**src/rtl/alu8_pkg.sv**
```systemverilog
// alu8_pkg: shared opcode/state encodings and combinational evaluator for single-cycle ALU ops
package alu8_pkg;
  typedef enum logic [2:0] {
    OP_ADD = 3'd0,
    OP_SUB = 3'd1,
    OP_AND = 3'd2,
    OP_OR  = 3'd3,
    OP_XOR = 3'd4,
    OP_SHL = 3'd5,
    OP_SHR = 3'd6,
    OP_MUL = 3'd7
  } op_t;
  typedef enum logic [1:0] {
    S_IDLE = 2'd0,
    S_EXEC = 2'd1,
    S_MUL  = 2'd2
  } state_t;
  function automatic logic [8:0] alu_eval(op_t op, logic [7:0] a, logic [7:0] b);
    case (op)
      OP_ADD:  return {1'b0, a} + {1'b0, b};
      OP_SUB:  return {1'b0, a} - {1'b0, b};
      OP_AND:  return {1'b0, a & b};
      OP_OR:   return {1'b0, a | b};
      OP_XOR:  return {1'b0, a ^ b};
      OP_SHL:  return {a, 1'b0};
      OP_SHR:  return {a[0], 1'b0, a[7:1]};
      default: return '0;
    endcase
  endfunction
endpackage

```
**src/rtl/alu_seq8_if.sv**
```systemverilog
// alu_seq8_if: request (Start/Op/A/B) and result (Y/WE/Busy/Cout/Zero) bundle for alu_seq8
interface alu_seq8_if;
  logic       Start;
  logic [2:0] Op;
  logic [7:0] A;
  logic [7:0] B;
  logic [7:0] Y;
  logic       WE;
  logic       Busy;
  logic       Cout;
  logic       Zero;
  modport master (output Start, Op, A, B, input Y, WE, Busy, Cout, Zero);
  modport slave (input Start, Op, A, B, output Y, WE, Busy, Cout, Zero);
endinterface

```
**src/rtl/mul8_shift_add.sv**
```systemverilog
// mul8_shift_add: 8x8 shift-add multiplier, Go loads A/B, 8 iterations, Done flags the last one with P valid
module mul8_shift_add (
  input  logic        CLK,
  input  logic        CLR,
  input  logic        Go,
  input  logic [7:0]  A,
  input  logic [7:0]  B,
  output logic        Done,
  output logic [15:0] P
);
  logic [15:0] mcand, acc, sum;
  logic [7:0]  mplier;
  logic [3:0]  cnt;
  logic        run;
  always_comb begin
    sum  = acc + (mplier[0] ? mcand : 16'd0);
    Done = run && cnt == 4'd7;
    P    = sum;
  end
  always_ff @(posedge CLK or posedge CLR) begin
    if (CLR) begin
      mcand  <= '0;
      mplier <= '0;
      acc    <= '0;
      cnt    <= '0;
      run    <= 1'b0;
    end else if (Go) begin
      mcand  <= {8'd0, A};
      mplier <= B;
      acc    <= '0;
      cnt    <= '0;
      run    <= 1'b1;
    end else if (run) begin
      acc    <= sum;
      mcand  <= mcand << 1;
      mplier <= mplier >> 1;
      cnt    <= Done ? 4'd0 : cnt + 4'd1;
      run    <= !Done;
    end
  end
endmodule

```
**src/rtl/alu_seq8.sv**
```systemverilog
// alu_seq8: sequential 8-bit ALU (CLK, CLR, bus=slave alu_seq8_if); 1-cycle ops, 8-cycle MUL, registered Y/Cout/Zero with WE pulse
module alu_seq8
  import alu8_pkg::*;
(
  input logic       CLK,
  input logic       CLR,
  alu_seq8_if.slave bus
);
  state_t      state, state_n;
  op_t         op_q;
  logic [7:0]  a_q, b_q, y_q;
  logic        we_q, cout_q, zero_q;
  logic        accept, go, done, load;
  logic [15:0] p;
  logic [8:0]  res;
  mul8_shift_add u_mul (
    .CLK  (CLK),
    .CLR  (CLR),
    .Go   (go),
    .A    (bus.A),
    .B    (bus.B),
    .Done (done),
    .P    (p)
  );
  always_ff @(posedge CLK or posedge CLR) begin
    if (CLR) state <= S_IDLE;
    else state <= state_n;
  end
  always_comb begin
    state_n = state == S_IDLE ? (bus.Start ? (bus.Op == OP_MUL ? S_MUL : S_EXEC) : S_IDLE)
            : (state == S_MUL && !done) ? S_MUL : S_IDLE;
  end
  always_comb begin
    accept   = state == S_IDLE && bus.Start;
    go       = accept && bus.Op == OP_MUL;
    load     = state == S_EXEC || (state == S_MUL && done);
    res      = state == S_MUL ? {|p[15:8], p[7:0]} : alu_eval(op_q, a_q, b_q);
    bus.Busy = state != S_IDLE;
    bus.Y    = y_q;
    bus.WE   = we_q;
    bus.Cout = cout_q;
    bus.Zero = zero_q;
  end
  always_ff @(posedge CLK or posedge CLR) begin
    if (CLR) begin
      op_q   <= OP_ADD;
      a_q    <= '0;
      b_q    <= '0;
      y_q    <= '0;
      we_q   <= 1'b0;
      cout_q <= 1'b0;
      zero_q <= 1'b1;
    end else begin
      if (accept) begin
        op_q <= op_t'(bus.Op);
        a_q  <= bus.A;
        b_q  <= bus.B;
      end
      we_q <= load;
      if (load) begin
        y_q    <= res[7:0];
        cout_q <= res[8];
        zero_q <= res[7:0] == 8'd0;
      end
    end
  end
endmodule

```
**src/flat_wrapper.sv**
```systemverilog
// flat-port wrapper written by rule: the top's interface ports become plain ports
module alu_seq8_flat import alu8_pkg::*;
  (CLK, CLR, bus_Start, bus_Op, bus_A, bus_B, bus_Y, bus_WE, bus_Busy, bus_Cout, bus_Zero);
  alu_seq8_if bus_i ();
  input logic CLK;
  input logic CLR;
  input wire logic [$bits(bus_i.Start)-1:0] bus_Start;
  input wire logic [$bits(bus_i.Op)-1:0] bus_Op;
  input wire logic [$bits(bus_i.A)-1:0] bus_A;
  input wire logic [$bits(bus_i.B)-1:0] bus_B;
  output wire logic [$bits(bus_i.Y)-1:0] bus_Y;
  output wire logic [$bits(bus_i.WE)-1:0] bus_WE;
  output wire logic [$bits(bus_i.Busy)-1:0] bus_Busy;
  output wire logic [$bits(bus_i.Cout)-1:0] bus_Cout;
  output wire logic [$bits(bus_i.Zero)-1:0] bus_Zero;
  assign bus_i.Start = bus_Start;
  assign bus_i.Op = bus_Op;
  assign bus_i.A = bus_A;
  assign bus_i.B = bus_B;
  assign bus_Y = bus_i.Y;
  assign bus_WE = bus_i.WE;
  assign bus_Busy = bus_i.Busy;
  assign bus_Cout = bus_i.Cout;
  assign bus_Zero = bus_i.Zero;
  alu_seq8 u_core (.CLK(CLK), .CLR(CLR), .bus(bus_i));
endmodule
```
**config.mk**
```make
export PLATFORM = sky130hd
export DESIGN_NAME = alu_seq8_flat
export DESIGN_NICKNAME = d
export VERILOG_FILES = /design/src/rtl/alu8_pkg.sv /design/src/rtl/alu_seq8_if.sv /design/src/rtl/mul8_shift_add.sv /design/src/rtl/alu_seq8.sv /design/src/flat_wrapper.sv
export SDC_FILE = /design/constraint.sdc
export NUM_CORES = 1
export LEC_CHECK = 0
export CORE_ASPECT_RATIO = 1.4
export CORE_MARGIN = 1.5
export CORE_UTILIZATION = 40
export DETAILED_ROUTE_END_ITERATION = 10
export GPL_ROUTABILITY_DRIVEN = 0
export SLEW_MARGIN = 20
export SYNTH_ARGS = -nofsm -noshare
export SYNTH_HDL_FRONTEND = slang
export SYNTH_SLANG_ARGS = --single-unit
```
**constraint.sdc**
```tcl
create_clock -name CLK -period 3.05 [get_ports CLK]
set_input_delay 0.305 -clock CLK [delete_from_list [all_inputs] [get_ports CLK]]
set_output_delay 0.305 -clock CLK [all_outputs]
set_load 0.05 [all_outputs]
```
[Word level (Yosys, flattened, before mapping)]
Index checks and enable logic that the tools add are counted.
W data, S select, Z words.
Operators by class
  add/subtract/negate cells: 4
  multiply operators: 0
  div/mod/pow operators: 0
  magnitude comparators: 0
  eq/ne operators: 10
  shifts and indexed selects: 0
  mux-type cells: 18
  bitwise logic cells: 3
  reduce and logical (&&, ||, !) cells: 13
Operator list (count)
  $mux W16: 5
  $pmux W9 S7: 1
  $add A16 B16 Y16: 1
  $mux W8: 2
  $eq A3 B3 Y1 const B: 4
  $mux W4: 3
  $add A8 B8 Y9: 1
  $mux W9: 1
  $sub A8 B8 Y9: 1
  $and A8 B8 Y8: 1
  $logic_not A8 Y1: 1
  $mux W2: 4
  $or A8 B8 Y8: 1
  $reduce_or A8 Y1: 1
  $xor A8 B8 Y8: 1
  $eq A3 B2 Y1 const B: 2
  $logic_and A1 B1 Y1: 5
  $add A4 B1 Y4 const B: 1
  $eq A4 B3 Y1 const B: 1
  $reduce_bool A2 Y1: 2
  $eq A3 B1 Y1 const B: 1
  $logic_not A3 Y1: 1
  $eq A2 B1 Y1 const B: 1
  $eq A2 B2 Y1 const B: 1
  4 further kinds: 5
Storage, ports and cells
  flip-flop bits (word level): 77
  latch bits: 0
  memory bits (writable): 0
  memory bits (read-only): 0
  input port bits: 22
  output and inout port bits: 12
  logic and storage cells: 61
  memories kept: 0

[Depth between registers and ports, before layout]
Gate-level depths: netlist (run 1).
  word-level depth: 6
  depth in mapped cells: 15
  mapped depth without buffers: 12

[Hierarchy]
From an unflattened synthesis (run 1), not the netlist that was laid out.
Unflattened totals
  cell total of the unflattened synthesis: 593
  area total of the unflattened synthesis: 5310.1 µm²
By module, submodules not included
  mul8_shift_add: times used 1, cells an instance 304, area an instance 2886.5 µm²
  alu_seq8: times used 1, cells an instance 289, area an instance 2423.6 µm²

[Worst setup path before layout (run 1)]
Ideal clock, no wire load.
  path kind: register -> register
  from: reg u_core.op_q[1]
  to: reg u_core.zero_q (netlist: u_core.bus.Zero)
  data arrival time: 3.249 ns
  setup slack: -0.279 ns
  stages on the path, launching flop included: 15
  path buffers: 3
  cell sequence: dfrtp_1 -> buf_2 -> clkbuf_1 -> nor2_1 -> and2_1 -> clkbuf_1 -> mux2_2 -> fa_1 -> nand2b_1 -> a21bo_2 -> a2111oi_0 -> a21oi_1 -> a21oi_1 -> nor4_1 -> a32o_1
On the way
  cells in the longest elaborated chain, start to end: 4
  elaborated cells on any way between the ends: 10
Ends and longest elaborated chain
  start, declared: line alu_seq8.sv:10  | op_t op_q;
  start signal, assigned: line alu_seq8.sv:55  | op_q <= op_t'(bus.Op);
  $eq A3 B3 Y1 (tied with other cells): line alu8_pkg.sv:19  | case (op)
  $pmux W9 S7 *: line alu8_pkg.sv:19
  $mux W9 *: line alu_seq8.sv:37  | res = state == S_MUL ? {|p[15:8], p[7:0]} : alu_eval(op_q, a_q, b_q);
  $logic_not A8 Y1 *: line alu_seq8.sv:63  | zero_q <= res[7:0] == 8'd0;
  end signal, assigned: line alu_seq8.sv:52  | zero_q <= 1'b1;
  end signal, assigned: line alu_seq8.sv:63
  end, declared: line alu_seq8.sv:12  | logic we_q, cout_q, zero_q;
Every way passes the cells marked *; elsewhere a longest branch is shown, timed or not.
A chain may end at the register's enable or synchronous reset.

[Worst setup path after layout (run 1)]
  from: reg u_core.b_q[0]
  to: reg u_core.zero_q (netlist: u_core.bus.Zero)
On the way
  cells in the longest elaborated chain, start to end: 4
  elaborated cells on any way between the ends: 8
Ends and longest elaborated chain
  start, declared: line alu_seq8.sv:11  | logic [7:0] a_q, b_q, y_q;
  start signal, assigned: line alu_seq8.sv:57  | b_q <= bus.B;
  $sub A8 B8 Y9 (tied with other cells): line alu8_pkg.sv:21  | OP_SUB: return {1'b0, a} - {1'b0, b};
  $pmux W9 S7 *: line alu8_pkg.sv:19
  $mux W9 *: line alu_seq8.sv:37
  $logic_not A8 Y1 *: line alu_seq8.sv:63
Marks and branches as above.

==> results.json, run 1 <==
{
  "power_frac_comb": 0.596,
  "grt_pass1_vias": 4498,
  "grt_pass1_wl_mm": 22.5,
  "cts_root_buf": "clkbuf_16",
  "highest_layer": "met4",
  "cts_tree": "done",
  "gr-total-overflow": 0,
  "synth_fp_nets": 666,
  "drtIter0Drc": 203,
  "fin_nets": 698,
  "crit_buf_inv": 1,
  "worstPathMaxFanout": 4,
  "syn_inst": 601,
  "yosysMostFrequentCell": "dfrtp_1",
  "postRouteAntennaNets": 0,
  "rrSetupSlack_ns": 0.13,
  "fin_crit_ns": 2.92,
  "fillers": 1236,
  "hold_class": "in -> async",
  "cts_buffers": 9,
  "clock-sinks": 77,
  "finalSetupTns_ns": 0,
  "whs_ns": 0.343,
  "crit_arrival_ns": 3.20,
  "synth_seq_area_share": 0.362,
  "crit_family": "compound AO/OA/AOI/OAI gates",
  "switching_share": 0.467,
  "wire_per_inst_um": 16.9,
  "coreArea_mm2": 0.0129,
  "io_pins": 34,
  "hold_viol_final": 0,
  "first_pass_iters": 4,
  "setup_viol": 0,
  "synth_flop_cell": "dfrtp_1",
  "fmax_ghz": 0.343,
  "clockBufferDepth": 2,
  "post_dp_cell_area_mm2": 0.00592,
  "met2_length_mm": 7.34,
  "p_per_area_mw_per_mm2": 1140,
  "die_h_um": 139,
  "syn_area_mm2": 0.00532,
  "maxCapViolations": 0,
  "status": "complete, no violations",
  "power.share.clock": 0.146,
  "hold_buffers": 0,
  "slew_headroom": 0.579,
  "tightestPinTransition_ns": 0.632,
  "antenna_cells": 0,
  "synth_seq_cells": 77,
  "endpoint_kind": "flip-flop",
  "finalInstanceArea_mm2": 0.00624,
  "cp-start-kind": "flip-flop",
  "p_total_mw": 7.13,
  "dieArea_mm2": 0.0140,
  "wl_met3_um": 467,
  "initial_core_util": 0.411,
  "grtUsageTotal": 0.205,
  "synthTopCellsByArea": "dfrtp_1, ha_1, mux2i_1",
  "vias_per_cell": 5.49,
  "fin_util": 0.483,
  "async_flop_share": 1.00,
  "die_x_um": 100,
  "antenna_found_initial": 0,
  "area_delta_synth_final_pct": 17.3,
  "vias": 4476,
  "htree_levels": 3,
  "grt_start_max_net_pins": 78,
  "rr_startpoint": "u_core.b_q[0]",
  "cp_cell_sequence": "inv_1 > ha_1 > mux2_2 > fa_2 > xor2_1 > o221ai_1 > a21o_1 > a22oi_1 > nand4_1 > nor4_1 > a32o_1",
  "rows": 49,
  "drt-total-wl_mm": 13.8,
  "syn_area_per_cell_um2": 8.85,
  "slowest_delay_ns": 0.42,
  "m1WireLength_mm": 5.68,
  "p_sw_mw": 3.33,
  "yosys_warnings": 0,
  "worst_r2r_path_depth": 11,
  "synth_top_cell_area_share": 0.357,
  "clock_latency_ns": 0.34,
  "cts.clk_slew.worst_paths_ns": 0.07,
  "internal-power_mw": 3.80,
  "drive_gt1_frac": 0.103,
  "place.detailed.hpwl_mm": 10.5,
  "fin_skew_ns": 0.00767,
  "min_period_over_period": 0.956,
  "leakagePower_nw": 2.77,
  "ys_top_cells_by_count": "dfrtp_1, nor2_1, nand2_1",
  "yosysTopAreaCell": "dfrtp_1",
  "crit_path_top_delay_cell": "dfrtp_1",
  "reg2reg_to": "u_core.bus.Zero",
  "synth_edf_count": 0,
  "seqPwrFrac": 0.258,
  "grt_setup_unrepaired": "no",
  "path_class": "reg -> reg",
  "synthDistinctLibCells": 68,
  "place.port_buffers": 33,
  "maxSlewViolCount": 0,
  "drc": 0,
  "peakVddDrop_mv": 0.503,
  "cp.required_ns": 3.33
}
[layout make-up]
class / instances / area, µm² / area share
Timing Repair Buffer: 49 / 463 / 0.0741
Inverter: 33 / 124 / 0.0198
Multi-Input combinational cell: 463 / 3210 / 0.514
Clock inverter: 7 / 66.3 / 0.0106
Clock buffer: 9 / 225 / 0.0361
Sequential cell: 77 / 1930 / 0.309
Tap cell: 178 / 223 / 0.0357
[per-layer routing]
layer / vias up / GRT usage
li1: 2179 / -
met1: 2175 / 0.245
met2: 97 / 0.369
met3: 25 / 0.0342
met4: 0 / 0.0697
met5: - / 0
[worst register-to-register path, stage by stage, from the launching register on]
cell and delay, ns:
dfrtp_1 0.42, inv_1 0.10, ha_1 0.30, mux2_2 0.30, fa_2 0.38, xor2_1 0.14, o221ai_1 0.13, a21o_1 0.21
a22oi_1 0.22, nand4_1 0.12, nor4_1 0.33, a32o_1 0.21
[power by group through the flow]
stage	combinational (mW)	clock (mW)	sequential, mW
3_5_place_dp	4.15	0	1.85
3_3_place_gp	4.08	0	1.84
4_1_cts	4.18	1.06	1.84
2_1_floorplan	2.98	0	1.95
6_report	4.25	1.04	1.84
5_1_grt	4.68	1.11	1.90
[metrics by stage]
stage	worst slack [ns]	cells
2_1_floorplan	0.00365	601
3_3_place_gp	0.217	798
3_5_place_dp	0.0673	798
4_1_cts	0.0526	814
5_1_grt	0.000654	816
6_report	0.134	816
[registers in the layout, indices dropped and copies added (netlist names)]
register and cells:
u_core.bus.Cout 1, u_core.u_mul.cnt 4, u_core.bus.WE 1, u_core.state 2, u_core.b_q 8, u_core.bus.Y 8
u_core.u_mul.mcand 16, u_core.bus.Zero 1, u_core.op_q 3, u_core.u_mul.mplier 8, u_core.u_mul.run 1, u_core.u_mul.acc 16
u_core.a_q 8
[repair_timing]
action | 4_1_cts | 5_1_grt
gates resized for setup | 0 | 6
setup endpoints to repair | 0 | 6
buffers inserted | 0 | 2
[cell usage in the layout (no fill, tap or decap), types with 6 or more instances in the layout]
master	instances
buf_4	15
a31oi_1	7
nand3b_1	6
dfrtp_1	74
o21ai_0	37
ha_1	41
o211ai_1	7
nor2_1	68
a21oi_1	43
mux2i_1	39
xnor2_1	15
clkbuf_16	9
nor2b_1	11
inv_1	32
nand2b_1	6
clkdlybuf4s50_1	33
nand2_1	60
and2_1	19
o21a_1	7
[worst max path at each step]
stage,to,cells past startpoint,startpoint
floorplan,u_core.bus.Zero,14,u_core.op_q[1]
finish,u_core.bus.Zero,11,u_core.b_q[0]
CTS,u_core.bus.Cout,11,u_core.u_mul.mplier[0]
global placement,u_core.bus.Cout,11,u_core.u_mul.mplier[0]
detailed placement,u_core.bus.Cout,11,u_core.u_mul.mplier[0]
global route,u_core.bus.Cout,11,u_core.u_mul.mplier[0]
[kinds of logic (layout without fill, tap and decap cells)]
logic type                 after synthesis  count (layout)  synth area share
muxes                                   43              43            0.0818
AOI/OAI and AO/OA                      154             154             0.191
adders and majority gates               43              43             0.104
and+or+nand+nor                        203             203             0.184
buffers and inverters                   61              98            0.0440
xor gates and xnor gates                20              20            0.0329
DFF                                     77              77             0.362
Note: power is estimated with default switching activity, not from simulation.
==> run 2: changes to the inputs <==
--- a/config.mk
+++ b/config.mk
@@ -6,10 +6,10 @@
 export NUM_CORES = 1
 export LEC_CHECK = 0
 export CORE_ASPECT_RATIO = 1.4
-export CORE_MARGIN = 1.5
 export CORE_UTILIZATION = 40
 export DETAILED_ROUTE_END_ITERATION = 10
 export GPL_ROUTABILITY_DRIVEN = 0
+export REMOVE_ABC_BUFFERS = 1
 export SLEW_MARGIN = 20
 export SYNTH_ARGS = -nofsm -noshare
 export SYNTH_HDL_FRONTEND = slang
==> results.json, run 2 (synthesis gave the netlist of run 1 again) <==
{
  "grt_pass1_vias": 4517,
  "drc": 0,
  "die_h_um": 138,
  "fmax_ghz": 0.342,
  "coreArea_mm2": 0.0129,
  "io_pins": 34,
  "place.detailed.hpwl_mm": 10.2,
  "crit_arrival_ns": 3.19,
  "grtUsageTotal": 0.204,
  "status": "complete, no violations",
  "grt_pass1_wl_mm": 22.2,
  "drtIter0Drc": 191,
  "fillers": 1239,
  "cp-start-kind": "flip-flop",
  "cts_tree": "done",
  "first_pass_iters": 5,
  "whs_ns": 0.352,
  "area_delta_synth_final_pct": 18.9,
  "fin_nets": 701,
  "peakVddDrop_mv": 0.503,
  "hold_class": "in -> async",
  "grt_use_met2": 0.366,
  "htree_levels": 3,
  "fin_skew_ns": 0.00721,
  "layout_common_cells": "dfrtp_1, nor2_1, nand2_1",
  "cp.required_ns": 3.32,
  "finalInstanceArea_mm2": 0.00633,
  "setup_viol": 0,
  "grt_util_met1": 0.249,
  "p_per_area_mw_per_mm2": 1160,
  "vias": 4501,
  "maxSlewViolCount": 0,
  "drive_gt1_frac": 0.106,
  "clock_latency_ns": 0.34,
  "vias_per_cell": 5.50,
  "initial_core_util": 0.411,
  "p_total_mw": 7.33,
  "post_dp_cell_area_mm2": 0.00591,
  "finalSetupTns_ns": 0,
  "min_period_over_period": 0.958,
  "die_x_um": 99.5,
  "slew_headroom": 0.572,
  "postRouteAntennaNets": 0,
  "mostFrequentLayoutCell": "dfrtp_1",
  "tightestPinTransition_ns": 0.642,
  "clock-sinks": 77,
  "cts.clk_slew.worst_paths_ns": 0.06,
  "worstPathMaxFanout": 3,
  "fin_crit_ns": 2.92,
  "reg_top3": "u_core.u_mul.acc: 16 flops, u_core.u_mul.mcand: 16 flops",
  "cts_root_buf": "clkbuf_16",
  "clockBufferDepth": 2,
  "wire_per_inst_um": 16.5,
  "dieArea_mm2": 0.0138,
  "hold_viol_final": 0,
  "path_class": "reg -> reg",
  "grt_busiest_layer": "met2",
  "met3_usage": 0.0298,
  "drt-total-wl_mm": 13.5,
  "rows": 49,
  "gr-total-overflow": 0,
  "antenna_cells": 0,
  "grt_start_max_net_pins": 78,
  "place.port_buffers": 33,
  "cts_buffers": 9,
  "endpoint_kind": "flip-flop",
  "antenna_found_initial": 0,
  "maxCapViolations": 0,
  "leakagePower_nw": 2.81
}
-- run 2: path summary, 6_finish.rpt --
check	cells past startpoint	end	startpoint	slack [ns]
max	12	u_core.bus.Zero	u_core.b_q[0]	0.13
min	3	u_core.u_mul.mplier[6]	CLR	0.35
max reg2reg	12	u_core.bus.Zero	u_core.b_q[0]	0.13
min reg2reg	1	u_core.bus.Y[5]	u_core.bus.Y[5]	0.52
max in group asynchronous	3	u_core.bus.Zero	CLR	2.31
min in group CLK	1	u_core.bus.Y[5]	u_core.bus.Y[5]	0.52
-- run 2: power by group --
part | internal (mW) | switching (mW) | total [mW]
Combinational | 1.80 | 2.47 | 4.27
Sequential | 1.46 | 0.384 | 1.84
Clock | 0.796 | 0.429 | 1.22
Total | 4.05 | 3.28 | 7.33
-- run 2: what timing repair did --
item,in CTS,in global routing
buffers inserted,0,4
resized for setup,2,10
hold endpoints to repair,0,0
setup endpoints to repair,2,6
pin swaps,0,3
hold buffers,0,0
-- run 2: per-layer routing --
| metal | wire length [µm] | vias to the layer above |
|---|---|---|
| met5 | 0 | - |
| met4 | 306 | 0 |
| met3 | 334 | 27 |
| met2 | 7050 | 98 |
| met1 | 5840 | 2176 |
| li1 | - | 2200 |
-- run 2: critical path: stages, from the launching register on --
cell,delay [ns]
dfrtp_1,0.39
inv_2,0.07
ha_1,0.29
mux2_2,0.29
inv_1,0.06
ha_1,0.21
nor2b_1,0.13
o21ai_0,0.29
a21oi_1,0.20
o41ai_1,0.33
xnor2_1,0.18
a31oi_2,0.15
a32o_1,0.25
-- run 2: cell type report --
class	instances	area (µm²)	area share
clock inverter	6	113	0.0178
tap	178	223	0.0352
timing repair buffer	52	498	0.0787
multi-input combinational	463	3210	0.508
inverter	33	125	0.0198
clock buffer	9	225	0.0356
sequential	77	1930	0.305
-- run 2: metrics by stage --
step,setup WS [ns],utilization,std cells
3_3_place_gp,0.0707,0.457,799
4_1_cts,0.0438,0.484,814
5_1_grt,-0.0118,0.489,818
6_report,0.128,0.489,818
3_5_place_dp,-0.00304,0.457,799
2_1_floorplan,-0.150,-,573
